**config.mk**
```make
export PLATFORM = sky130hd
export DESIGN_NAME = strob_wr_gen
export DESIGN_NICKNAME = d
export VERILOG_FILES = /design/src/rtl/strob_wr_gen.sv
export SDC_FILE = /design/constraint.sdc
export NUM_CORES = 1
export LEC_CHECK = 0
export ABC_CLOCK_PERIOD_IN_PS = 1400
export CELL_PAD_IN_SITES_DETAIL_PLACEMENT = 1
export CELL_PAD_IN_SITES_GLOBAL_PLACEMENT = 1
export CORE_ASPECT_RATIO = 0.5
export CORE_MARGIN = 10
export CORE_UTILIZATION = 32
export DETAILED_ROUTE_END_ITERATION = 10
export PLACE_DENSITY_LB_ADDON = 0.1
export REMOVE_ABC_BUFFERS = 1
export SKIP_CTS_REPAIR_TIMING = 1
export SYNTH_ARGS = -nofsm -noshare
export SYNTH_HDL_FRONTEND = slang
export SYNTH_SLANG_ARGS = --single-unit
```
**constraint.sdc**
```tcl
create_clock -name CLK -period 1.4 [get_ports CLK]
set_clock_uncertainty 0.15 [all_clocks]
set_input_delay 0.28 -clock CLK [delete_from_list [all_inputs] [get_ports CLK]]
set_output_delay 0.28 -clock CLK [all_outputs]
set_load 0.01 [all_outputs]
```
**src/rtl/strob_wr_gen.sv**
```systemverilog
// Write-strobe initiator: stretches a one-cycle request into a setup/strobe/hold/gap sequence.
// Define STROB_WR_ACK_EN to add a 4-phase ack handshake with timeout.
module strob_wr_gen #(
    parameter int DATA_W      = 8,
    parameter int SETUP_CYC   = 1,
    parameter int HIGH_CYC    = 3,
    parameter int HOLD_CYC    = 1,
    parameter int GAP_CYC     = 2,
    parameter int TIMEOUT_CYC = 64
) (
    input  logic              CLK,
    input  logic              CLR_n,
    input  logic              req_in,
    input  logic [DATA_W-1:0] data_in,
`ifdef STROB_WR_ACK_EN
    input  logic              ack_in,
    output logic              timeout_err,
`endif
    output logic              busy,
    output logic              done,
    output logic              req_drop,
    output logic [DATA_W-1:0] data_out,
    output logic              strob_WR
);

    localparam int MAX_SH = (SETUP_CYC > HIGH_CYC) ? SETUP_CYC : HIGH_CYC;
    localparam int MAX_HG = (HOLD_CYC > GAP_CYC) ? HOLD_CYC : GAP_CYC;
    localparam int MAX_P  = (MAX_SH > MAX_HG) ? MAX_SH : MAX_HG;
    localparam int CNT_W  = $clog2(MAX_P + 1);

    localparam logic [2:0] S_IDLE    = 3'd0;
    localparam logic [2:0] S_SETUP   = 3'd1;
    localparam logic [2:0] S_STROBE  = 3'd2;
    localparam logic [2:0] S_HOLD    = 3'd3;
    localparam logic [2:0] S_RECOVER = 3'd4;

    if (SETUP_CYC < 1) begin : g_bad_setup
        $fatal(1, "strob_wr_gen: SETUP_CYC must be >= 1");
    end
    if (HIGH_CYC < 3) begin : g_bad_high
        $fatal(1, "strob_wr_gen: HIGH_CYC must be >= 3");
    end
    if (HOLD_CYC < 1) begin : g_bad_hold
        $fatal(1, "strob_wr_gen: HOLD_CYC must be >= 1");
    end
    if (GAP_CYC < 2) begin : g_bad_gap
        $fatal(1, "strob_wr_gen: GAP_CYC must be >= 2");
    end

    logic [2:0]        state_q, state_d;
    logic [CNT_W-1:0]  cnt_q, cnt_d;
    logic [DATA_W-1:0] data_q, data_d;
    logic              busy_q, busy_d;
    logic              strob_q, strob_d;
    logic              done_q, done_d;
    logic              drop_q, drop_d;
    logic              cntZero;
    logic              ackOk;
    logic              relOk;

    assign cntZero = (cnt_q == '0);

`ifdef STROB_WR_ACK_EN
    localparam int TMO_W = $clog2(TIMEOUT_CYC + 1);

    if (TIMEOUT_CYC < 1) begin : g_bad_timeout
        $fatal(1, "strob_wr_gen: TIMEOUT_CYC must be >= 1");
    end

    logic             ackMeta_q;
    logic             ackS_q;
    logic [TMO_W-1:0] tmo_q, tmo_d;
    logic             tmoSeen_q, tmoSeen_d;
    logic             timeoutErr_q, timeoutErr_d;
    logic             tmoHit;
    logic             waitState;

    // The timeout counter saturates at expiry so a late ack cannot re-arm it.
    assign tmoHit    = (tmo_q == TMO_W'(TIMEOUT_CYC - 1));
    assign waitState = (state_q == S_STROBE) || (state_q == S_RECOVER);
    assign ackOk     = ackS_q || tmoHit;
    assign relOk     = !ackS_q || tmoHit;

    always_comb begin
        tmo_d        = tmo_q;
        tmoSeen_d    = tmoSeen_q;
        if (state_d != state_q) begin
            tmo_d = '0;
        end else if (waitState && !tmoHit) begin
            tmo_d = tmo_q + TMO_W'(1);
        end
        if (state_q == S_IDLE && req_in) begin
            tmoSeen_d = 1'b0;
        end else if (state_q == S_STROBE && state_d == S_HOLD && !ackS_q) begin
            tmoSeen_d = 1'b1;
        end else if (state_q == S_RECOVER && state_d == S_IDLE && ackS_q) begin
            tmoSeen_d = 1'b1;
        end
        timeoutErr_d = done_d && tmoSeen_d;
    end

    always_ff @(posedge CLK or negedge CLR_n) begin
        if (!CLR_n) begin
            ackMeta_q    <= 1'b0;
            ackS_q       <= 1'b0;
            tmo_q        <= '0;
            tmoSeen_q    <= 1'b0;
            timeoutErr_q <= 1'b0;
        end else begin
            ackMeta_q    <= ack_in;
            ackS_q       <= ackMeta_q;
            tmo_q        <= tmo_d;
            tmoSeen_q    <= tmoSeen_d;
            timeoutErr_q <= timeoutErr_d;
        end
    end

    assign timeout_err = timeoutErr_q;
`else
    assign ackOk = 1'b1;
    assign relOk = 1'b1;
`endif

    always_comb begin
        state_d = state_q;
        cnt_d   = cnt_q;
        data_d  = data_q;
        busy_d  = busy_q;
        strob_d = strob_q;
        done_d  = 1'b0;
        drop_d  = req_in && busy_q;
        case (state_q)
            S_IDLE: begin
                if (req_in) begin
                    state_d = S_SETUP;
                    cnt_d   = CNT_W'(SETUP_CYC - 1);
                    data_d  = data_in;
                    busy_d  = 1'b1;
                end
            end
            S_SETUP: begin
                if (cntZero) begin
                    state_d = S_STROBE;
                    cnt_d   = CNT_W'(HIGH_CYC - 1);
                    strob_d = 1'b1;
                end else begin
                    cnt_d = cnt_q - CNT_W'(1);
                end
            end
            S_STROBE: begin
                if (cntZero && ackOk) begin
                    state_d = S_HOLD;
                    cnt_d   = CNT_W'(HOLD_CYC - 1);
                    strob_d = 1'b0;
                end else if (!cntZero) begin
                    cnt_d = cnt_q - CNT_W'(1);
                end
            end
            S_HOLD: begin
                if (cntZero) begin
                    state_d = S_RECOVER;
                    cnt_d   = CNT_W'(GAP_CYC - 1);
                end else begin
                    cnt_d = cnt_q - CNT_W'(1);
                end
            end
            S_RECOVER: begin
                if (cntZero && relOk) begin
                    state_d = S_IDLE;
                    busy_d  = 1'b0;
                    done_d  = 1'b1;
                end else if (!cntZero) begin
                    cnt_d = cnt_q - CNT_W'(1);
                end
            end
            default: begin
                state_d = S_IDLE;
                cnt_d   = '0;
                busy_d  = 1'b0;
                strob_d = 1'b0;
            end
        endcase
    end

    always_ff @(posedge CLK or negedge CLR_n) begin
        if (!CLR_n) begin
            state_q <= S_IDLE;
            cnt_q   <= '0;
            data_q  <= '0;
            busy_q  <= 1'b0;
            strob_q <= 1'b0;
            done_q  <= 1'b0;
            drop_q  <= 1'b0;
        end else begin
            state_q <= state_d;
            cnt_q   <= cnt_d;
            data_q  <= data_d;
            busy_q  <= busy_d;
            strob_q <= strob_d;
            done_q  <= done_d;
            drop_q  <= drop_d;
        end
    end

    assign busy     = busy_q;
    assign done     = done_q;
    assign req_drop = drop_q;
    assign data_out = data_q;
    assign strob_WR = strob_q;

endmodule

```
==> results of run 1 <==
==> power groups by stage <==
stage                     registers, W  logic (W)  clock network (W)
after detailed placement      0.000885    0.00162                  0
final                         0.000900    0.00210           0.000358
after CTS                     0.000877    0.00163           0.000375
after floorplan                0.00103   0.000663                  0
after global routing          0.000924    0.00226           0.000404
after global placement        0.000871    0.00154                  0
==> sequential cells by signal (all words and copies together), names as in the netlist <==
name / flops
cnt_q: 2
req_drop: 1
strob_WR: 1
data_out: 8
busy: 1
done: 1
state_q: 3
==> layer usage <==
layer | GRT usage | vias to the layer above | part of all wire
li1 | - | 321 | -
met1 | 0.108 | 331 | 0.47
met2 | 0.131 | 22 | 0.47
met3 | 0.0376 | 6 | 0.039
met4 | 0.0281 | 0 | 0.020
met5 | 0 | - | 0
==> per-stage QoR <==
stage                     worst slack (ns)  instances  TNS, ns  total power (W)
final                              -0.0978        144   -0.941          0.00335
after global routing                -0.179        144    -1.44          0.00359
after CTS                           -0.222        139    -3.82          0.00288
after detailed placement            -0.397        135    -4.16          0.00251
after global placement              -0.377        135    -3.86          0.00241
after floorplan                     -0.239         66    -2.02          0.00169
==> cell type report <==
class                      count  share of cell area
sequential                    17               0.301
multi-input combinational     46               0.347
clock inverter                 1             0.00353
timing repair buffer          39               0.280
clock buffer                   3              0.0291
inverter                       3             0.00794
tap                           35              0.0309
==> final timing paths <==
path | from | end | slack, ns | cells after the start
max in group asynchronous | CLR_n | state_q[1] | 0.63 | 2
worst max register to register | state_q[2] | data_out[6] | -0.1 | 3
min in group CLK | data_out[4] | data_out[4] | 0.36 | 1
worst min-delay path | CLR_n | done | 0.11 | 1
worst min register to register | data_out[4] | data_out[4] | 0.36 | 1
worst max-delay path | state_q[2] | data_out[6] | -0.1 | 3
==> kinds of logic after synthesis <==
family | share of synthesized area
muxes | 0.136
buffers and inverters | 0.0301
DFF | 0.512
xor gates and xnor gates | 0.0316
and+or+nand+nor | 0.145
adders and majority gates | 0.0602
AOI/OAI and AO/OA | 0.0858
==> worst max-delay path, cell delays in order, from the launching register on <==
cell     delay (ns)
dfrtp_1        0.41
nor4b_4        0.31
buf_6          0.20
mux2_4         0.31
==> cells in the mapped netlist, drive strengths merged <==
master and count:
xnor2 1, o22ai 1, dfrtp 17, nand2 3
mux2 10, inv 3, o21ai 3, nor4b 2
and3 1, buf 2, a21oi 3, a2bb2oi 1
and2 2, o32ai 2, a2111oi 1, nor2b 2
nor3b 2, clkbuf 1, nand3b 1, ha 4
nor2 4, xor2 2, nand2b 1
==> results.ini, run 1 <==
[grt]
antenna_found_initial = 0
grt_max_degree = 15
grt_pass1_wl_um = 3640
grt_pass1_vias = 705
track_usage = 0.0871
grt_overflow = 0

[cells_and_area]
final_core_util = 0.606
final_common_cell = dfrtp_1
area_growth_pct = 70.8
most-common-layout-cells = dfrtp_1 (16), dlymetal6s2s_1 (13), buf_4 (13)
nNetsFinal = 125
nFillCells = 237
drive_gt1_frac = 0.422
antennaDiodeCount = 0
multi_input_area_sq_um = 493
regArea_sq_um = 427
postLayoutCellArea_sq_um = 1420

[clocking]
clock_latency_ns = 0.25
clock_path_buffers = 2
cts_buffers = 3
htree_num_levels = 1
clock_tree.root_cell = clkbuf_8
cts.sinks = 17
cts_tree = yes
clk_pin_slew_worst_paths_ns = 0.06

[die]
rows = 12
die_width_um = 92.1
dieArea_sq_um = 5160
die_h_um = 56.0
start_util = 0.355
coreArea_sq_um = 2340
io_pins = 23

[power]
switching_power_w = 0.00126
seq_power_share = 0.268
vdd_drop_max_mv = 1.27
comb_power_share = 0.625
powerDensity_nw_per_um2 = 2360
clkPwrFrac = 0.107
p_leak_nw = 0.734
intPower_w = 0.00209
p_sw_frac = 0.377

[synth]
synth_cell_types = 25
seq_area_frac_synth = 0.512
synthTopCellsByArea = dfrtp_1 (51%), mux2_2 (14%), ha_1 (6.0%), nor4b_4 (2.9%), o32ai_1 (2.1%)
avgSynthCellArea_sq_um = 12.0
synth_top_cell_by_area = dfrtp_1
synth.cell_area_sq_um = 831
ys.warnings.count = 0
ys_ff_latch = 17
syn_inst = 69
synth_top_area_frac = 0.512

[detailed_routing]
drc = 0
viasPerCell = 4.72
via_count = 680
drt-total-wl_um = 2660
postRouteAntennaNets = 0
drtIter0Drc = 19
wl_per_cell_um = 18.4
first_pass_iters = 4

[sta]
period_minus_slack_ns = 1.50
finalSetupViolCount = 11
setup_slack_ns = -0.0978
max_freq_mhz = 668
min_period_over_period = 1.07
hold_viol = 0
rsz0062_at_grt = yes
maxSlewViolCount = 0
timing.hold.ws_ns = 0.110
maxSlewHeadroom = 0.799
worst-slew-pin-transition_ns = 0.300

[run_status]
violations = negative setup slack
status = complete, but fails checks

[place]
gp_congestion = 0.757
io_buffers = 22
hpwlAfterDp_um = 1750
place_area_sq_um = 1180

[critical_path]
worstSetupPathType = flop to flop
endpoint_kind = flop
required_ns = 1.38
cp.arrival_ns = 1.48
critPathLaunchType = flop
cp_max_fo = 8

[run]
cap_violations = 0

[worst_hold_path]
hp-class = input pin to async pin

Note: power is estimated with default switching activity, not from simulation.
==> run 2, diff against run 1 <==
Settings changed: GPL_ROUTABILITY_DRIVEN from default to 1, HOLD_SLACK_MARGIN from default to 0.05.
==> results of run 2 <==
No change in the layout: final DEF, timing and power equal those of run 1.
